--- src/rtl/reg_file_bypass.sv ---
// rtl/reg_file_bypass.sv - dual-read/dual-write register file with write-to-read bypass
// Register 0 reads as zero. A post-reset sequencer zeroes x1..x(DEPTH-1) one per cycle while busy is high.
module reg_file_bypass #(
  parameter int DATA_WIDTH  = 32,
  parameter int ADDR_WIDTH  = 5,
  parameter int DBG_DEFAULT = 10
) (
  input  logic                  clk,
  input  logic                  rst,
  input  logic [ADDR_WIDTH-1:0] A1,
  input  logic [ADDR_WIDTH-1:0] A2,
  output logic [DATA_WIDTH-1:0] RD1,
  output logic [DATA_WIDTH-1:0] RD2,
  input  logic [ADDR_WIDTH-1:0] A3,
  input  logic [DATA_WIDTH-1:0] WD3,
  input  logic                  WE3,
  input  logic [ADDR_WIDTH-1:0] A4,
  input  logic [DATA_WIDTH-1:0] WD4,
  input  logic                  WE4,
  input  logic                  dbg_en,
  input  logic [ADDR_WIDTH-1:0] dbg_addr,
  output logic [DATA_WIDTH-1:0] dbg_data,
  output logic                  busy
);

  localparam int                  DEPTH    = 2 ** ADDR_WIDTH;
  localparam logic [ADDR_WIDTH-1:0] LAST_IDX = '1;
  localparam logic [ADDR_WIDTH-1:0] DBG_IDX  = ADDR_WIDTH'(DBG_DEFAULT);

  typedef enum logic {
    CLEAR = 1'b0,
    IDLE  = 1'b1
  } state_t;

  state_t                r_state;
  state_t                w_state_nxt;
  logic [ADDR_WIDTH-1:0] r_clr_idx;
  logic [ADDR_WIDTH-1:0] w_clr_idx_nxt;
  logic                  w_clr_we;
  logic                  w_busy;
  logic [ADDR_WIDTH-1:0] w_dbg_sel;

  logic [DATA_WIDTH-1:0] r_mem [DEPTH];

  always_ff @(posedge clk) begin
    if (rst) begin
      r_state   <= CLEAR;
      r_clr_idx <= ADDR_WIDTH'(1);
    end else begin
      r_state   <= w_state_nxt;
      r_clr_idx <= w_clr_idx_nxt;
    end
  end

  always_comb begin
    w_state_nxt   = r_state;
    w_clr_idx_nxt = r_clr_idx;
    w_clr_we      = 1'b0;
    case (r_state)
      CLEAR: begin
        w_clr_we      = 1'b1;
        w_clr_idx_nxt = r_clr_idx + ADDR_WIDTH'(1);
        if (r_clr_idx == LAST_IDX) begin
          w_state_nxt = IDLE;
        end
      end
      IDLE: begin
        w_state_nxt = IDLE;
      end
      default: begin
        w_state_nxt = CLEAR;
      end
    endcase
  end

  assign w_busy = rst || (r_state != IDLE);
  assign busy   = w_busy;

  // Port B is written last so it wins when both ports target the same register.
  always_ff @(posedge clk) begin
    if (!rst) begin
      if (w_clr_we) begin
        r_mem[r_clr_idx] <= '0;
      end else begin
        if (WE3 && (A3 != '0)) begin
          r_mem[A3] <= WD3;
        end
        if (WE4 && (A4 != '0)) begin
          r_mem[A4] <= WD4;
        end
      end
    end
  end

  function automatic logic [DATA_WIDTH-1:0] f_read(
    input logic                  busy_i,
    input logic [ADDR_WIDTH-1:0] addr,
    input logic [DATA_WIDTH-1:0] stored,
    input logic                  we3_i,
    input logic [ADDR_WIDTH-1:0] a3_i,
    input logic [DATA_WIDTH-1:0] wd3_i,
    input logic                  we4_i,
    input logic [ADDR_WIDTH-1:0] a4_i,
    input logic [DATA_WIDTH-1:0] wd4_i
  );
    logic [DATA_WIDTH-1:0] v;
    v = stored;
    if (busy_i || (addr == '0)) begin
      v = '0;
    end else if (we4_i && (a4_i == addr)) begin
      v = wd4_i;
    end else if (we3_i && (a3_i == addr)) begin
      v = wd3_i;
    end
    return v;
  endfunction

  always_comb begin
    RD1 = f_read(w_busy, A1, r_mem[A1], WE3, A3, WD3, WE4, A4, WD4);
    RD2 = f_read(w_busy, A2, r_mem[A2], WE3, A3, WD3, WE4, A4, WD4);
  end

  // Debug tap shows committed storage only; in-flight writes are not bypassed.
  assign w_dbg_sel = dbg_en ? dbg_addr : DBG_IDX;

  always_comb begin
    dbg_data = r_mem[w_dbg_sel];
    if (w_busy || (w_dbg_sel == '0)) begin
      dbg_data = '0;
    end
  end

endmodule

--- config.mk ---
export PLATFORM = sky130hd
export DESIGN_NAME = reg_file_bypass
export DESIGN_NICKNAME = d
export VERILOG_FILES = /design/src/rtl/reg_file_bypass.sv
export SDC_FILE = /design/constraint.sdc
export NUM_CORES = 2
export LEC_CHECK = 0
export CORE_MARGIN = 2
export CORE_UTILIZATION = 40
export DETAILED_ROUTE_END_ITERATION = 8
export GPL_TIMING_DRIVEN = 0
export HOLD_SLACK_MARGIN = 0.05
export SETUP_SLACK_MARGIN = 0.02
export SLEW_MARGIN = 30
export SYNTH_ARGS = -nofsm -noshare
export SYNTH_HDL_FRONTEND = slang
export SYNTH_SLANG_ARGS = --single-unit
--- constraint.sdc ---
create_clock -name clk -period 5.73 [get_ports clk]
set_clock_uncertainty 0.05 [all_clocks]
set_input_delay 1.146 -clock clk [delete_from_list [all_inputs] [get_ports clk]]
set_output_delay 1.146 -clock clk [all_outputs]
set_load 0.005 [all_outputs]
## After elaboration in Yosys (flattened, before gate mapping)

Memory sizes are Yosys's and may differ from the RTL's.
Index checks and enable logic that the tools add are counted.

- Flip-flop bits (word level): 6
- Bits in writable memories: 1,024
- Input port bits: 94
- Output and inout port bits: 97
- Word-level logic and storage cells: 50
- Memories: 1

- Add/subtract/negate cells: 1
- Eq/ne operators: 5
- Multiplexer cells: 24
- Bitwise logic cells: 1
- Reductions and logical operators: 16

Memory list:

| name | depth | bits a word | rd ports | clocked after memory_dff | write ports | line | RTL |
|---|---|---|---|---|---|---|---|
| r_mem | 32 | 32 | 3 | 0 | 2 | 43 | `logic [DATA_WIDTH-1:0] r_mem [DEPTH];` |

Operators by type and width:

| kind | number |
|---|---|
| $mux W32 | 8 |
| $reduce_or A32 Y1 | 1 |
| $eq A5 B5 Y1 | 4 |
| $logic_not A5 Y1 | 3 |
| $mux W1 | 13 |
| $mux W5 | 2 |
| $reduce_bool A5 Y1 | 2 |
| $logic_and A1 B1 Y1 | 6 |
| $add A5 B1 Y5 const B | 1 |
| $eq A5 B5 Y1 const B | 1 |
| $logic_or A1 B1 Y1 | 4 |
| $pmux W1 S2 | 1 |
| $not A1 Y1 | 1 |

## Longest topological paths before layout

- Depth in word-level cells: 8
- Depth in mapped cells: 9
- Gate-level depth less buffers: 6

## Worst setup path after synthesis

Ideal clock, no wire load.

- Path type: input -> register
- Start point: input port A3[3]
- End point: memory r_mem[5][0] (enable)
- Library setup time: 428 ps
- Data arrival time: 4,109 ps
- Data required time: 5,252 ps
- Slack: 1,143 ps
- Cell stages on the path: 8
- Buffers on the path: 3
- Path through: clkbuf_1 or4_1 o21a_1 buf_2 buf_6 o21ai_1 nand2_1 o21bai_1

RTL lines:

| what | line | RTL |
|---|---|---|
| start: declaration | 14 | `input logic [ADDR_WIDTH-1:0] A3,` |
| end: declaration | 43 |  |

## Final worst setup path

- Start point: input port dbg_addr[0]
- End point: output port dbg_data[11]

- Longest elaborated chain between the ends: 4
- Elaborated cells on any way between the ends: 5
- Those cells by class: mux (2); reduce/logical (2); memory (1)

RTL lines:

| what | line | RTL |
|---|---|---|
| start: declaration | 21 | `input logic [ADDR_WIDTH-1:0] dbg_addr,` |
| $mux W5 * | 124 | `assign w_dbg_sel = dbg_en ? dbg_addr : DBG_IDX;` |
| parallel branches: the longest is 2 deep, another holds $mem_v2 Z32 W32 | -- |  |
| $mux W32 * | 128 | `if (w_busy \|\| (w_dbg_sel == '0)) begin` |
| end: declaration | 22 | `output logic [DATA_WIDTH-1:0] dbg_data,` |

Mark *: on every way between the ends.

==> impl_metrics.ini <==
[run]
maxCapViolCount = 0

[clock_network]
insertion_delay_ns = 0.81
cts_root_buf = clkbuf_16
cts_sinks = 1030
cts_buffer_depth = 3
cts_buffers = 120
clkSlewWorstSetupHoldPaths_ns = 0.06
cts_tree = done
hold_buffers = 0
htree_num_levels = 3

[synthesis]
netlist_instances = 6705
synth-seq-area-share_pct = 44.0
synth_top_family_by_area = multiplexers
async_flop_share_pct = 0
synth_warnings = 0
ys.flop_type = edfxtp_1
syn_area_um2 = 70200
synth_simple_gate_area_share_pct = 10.4
synth_top_cell_by_area = edfxtp_1
synth_most_common_cell = o21ai_0
synth_area_leaders = edfxtp_1, mux4_2, o21ai_0
synth_common_cells = o21ai_0, nand2_1, edfxtp_1, clkbuf_1, mux4_2
synth_xor_area_share_pct = 0.287
syn_nets = 6801
muxShareOfSynthArea_pct = 21.6
synth-edff-count = 1024
syn_area_per_cell_um2 = 10.5
synth_compound_area_share_pct = 18.0
yosys.area_share.adder_pct = 0.0357
ys_ff_latch = 1030
ys_types = 73
synth_top_area_share_pct = 43.8

[finish]
nets = 7132
multi_input_area_um2 = 38000
drive_above_1_share_pct = 23.4
area_delta_synth_final_pct = 19.6
stdcell_count = 9494
finalInstanceArea_um2 = 83900
seqCellArea_um2 = 30900
fill_cells = 15900

[global_routing]
grt_overflow = 0
antenna_found_initial = 42
grt_max_degree = 22
grt-busiest-layer = met2
grt_usage_pct = 46.9
grt_pass1_vias = 63500
met3_usage_pct = 28.0
grt_use_met1_pct = 58.7
grt_first_pass_wirelength_mm = 563
use_met2_pct = 63.1

[worst_setup_path]
cp-end-kind = output port
cp_cell_sequence = clkdlybuf4s15_2, buf_6, buf_2, buf_1, a2111oi_0, nor3_1, o32ai_4, clkdlybuf4s50_1
worstSetupPathType = in -> out
path_buf_inv = 5
crit_start = dbg_addr[0]
critical_path_depth = 8
slowest_stage = buf_1
path_max_fanout = 10
cp.required_ns = 4.53
critPathTopFamily = buffers and inverters
r2r_slack_ns = 0.81
r2r-start = r_state
cp-start-kind = input pin
slowest_delay_ns = 0.79
r2r.worst_path.cells = 10
cp_data_arrival_time_ns = 4.79

[routing]
drc_errors = 0
routed_wirelength_mm = 434
dr.pass1.iters = 7
vias_per_cell = 7.29
num_vias = 69200
wl_per_cell_um = 45.7
detail-route-antenna-nets = 0
drt_iter0_drc = 13300

[outcome]
violations = setup timing
status = finished with violations

[placed_design]
io_buffers = 146
placed_cell_area_um2 = 76800
dp_hpwl_mm = 341
dp_slack_ns = -1.88
dpl.cell_count = 9242
gp_congestion = 1.10

[hold_path]
holdPathStages = 2
min_from = r_clr_idx[4]
hold_path_class = reg -> reg

[floorplan]
start_util_pct = 40.3
die_area_um2 = 179000
dieWidth_um = 423
coreArea_um2 = 174000
io_pins = 191
fp.dieH_um = 423
fp-row-count = 153

[sta]
hold_violations = 0
worst_pin_slew_ns = 1.23
grt_setup_unrepaired = yes
fin_crit_sh_pct = 104
min_period_ns = 5.98
fin_ws_ns = -0.251
slew_viol_final = 0
setup_viol = 79
fin_setup_tns_ns = -7.38
timing.fmax_mhz = 167
max_slew_margin_pct = 17.3

[pwr]
total_power_mw = 19.9
vdd.ir_drop.worst_v = 0.000257
p_per_area_nw_per_um2 = 237
power_leakage_nw = 26.4
==> stage by stage <==
stage          hold slack, ns  util, %
6_report                0.529     48.2
5_1_grt                 0.575     48.2
4_1_cts                 0.530     48.0
3_5_place_dp            0.513     44.1
3_3_place_gp            0.505     42.8
2_1_floorplan           0.468        -
==> cell families (layout without fill, tap and decap cells) <==
group	count (synthesis)	in the layout
buffers and inverters	936	1367
muxes	930	930
xor gates and xnor gates	23	23
and+or+nand+nor	1696	1696
AOI/OAI and AO/OA	2088	2088
DFF	1030	1030
other	0	33
adders and majority gates	2	2
==> cell usage in the layout, fill, tap and decap left out, types with 32 or more instances in the layout <==
cell / instances
a211o_1: 62
a21oi_1: 124
a22oi_2: 79
a2bb2oi_1: 61
a31oi_1: 77
and3_1: 33
buf_1: 38
buf_16: 57
buf_2: 184
buf_4: 58
buf_6: 34
clkbuf_1: 387
clkbuf_16: 120
clkbuf_2: 153
clkbuf_4: 39
clkdlybuf4s50_1: 131
diode_2: 33
edfxtp_1: 1024
inv_1: 34
mux2_2: 128
mux2i_1: 347
mux4_2: 455
nand2_1: 1238
nand3_1: 68
nand3b_1: 32
nor2_1: 80
nor3_1: 107
o2111ai_1: 32
o21ai_0: 1213
o221ai_1: 34
o22ai_1: 34
o32ai_2: 41
==> worst paths after layout <==
| path | end |
|---|---|
| min | r_clr_idx[4] |
| max reg2reg | r_mem[28][3] |
| min reg2reg | r_clr_idx[4] |
| max | dbg_data[11] |
==> where the power goes <==
| part | leakage (nW) | switching, mW | internal (mW) |
|---|---|---|---|
| sequential | 8.18 | 0.0738 | 8.25 |
| combinational | 16.2 | 2.26 | 0.896 |
| clock | 2.01 | 3.66 | 4.74 |
| total | 26.4 | 6.00 | 13.9 |
==> sequential cells by signal, summed over array words and instances (netlist names) <==
name       flops
r_mem       1024
r_clr_idx      5
r_state        1
==> repair_timing <==
action	4_1_cts	5_1_grt
endpoints found under the setup margin	96	86
gates resized for setup	640	126
setup buffers	3	0
endpoints found under the hold margin	0	0
pin swaps	26	35
==> cell type report <==
type / count / share of cell area, %
Timing Repair Buffer: 216 / 3.80
Clock inverter: 87 / 1.23
Clock buffer: 135 / 3.64
Buffer: 893 / 5.49
Tap cell: 2325 / 3.47
Antenna cell: 33 / 0.0984
Sequential cell: 1030 / 36.8
Multi-Input combinational cell: 4739 / 45.3
Inverter: 36 / 0.161
==> worst register-to-register path: stages (launching register included) <==
cell      delay, ns
dfxtp_1        0.34
and2b_4        0.24
buf_4          0.25
nand3_2        0.38
clkbuf_1       0.46
nor4_1         1.02
buf_2          0.51
clkbuf_1       0.60
o21bai_4       0.36
buf_16         0.22
buf_16         0.21
==> routing by layer <==
metal | wire (µm) | vias to the layer above
met1 | 156000 | 34800
met4 | 27900 | 28
met3 | 80300 | 1294
li1 | - | 26500
met2 | 169000 | 6574
met5 | 372 | -
No activity file was read; power rests on OpenSTA's default activity.
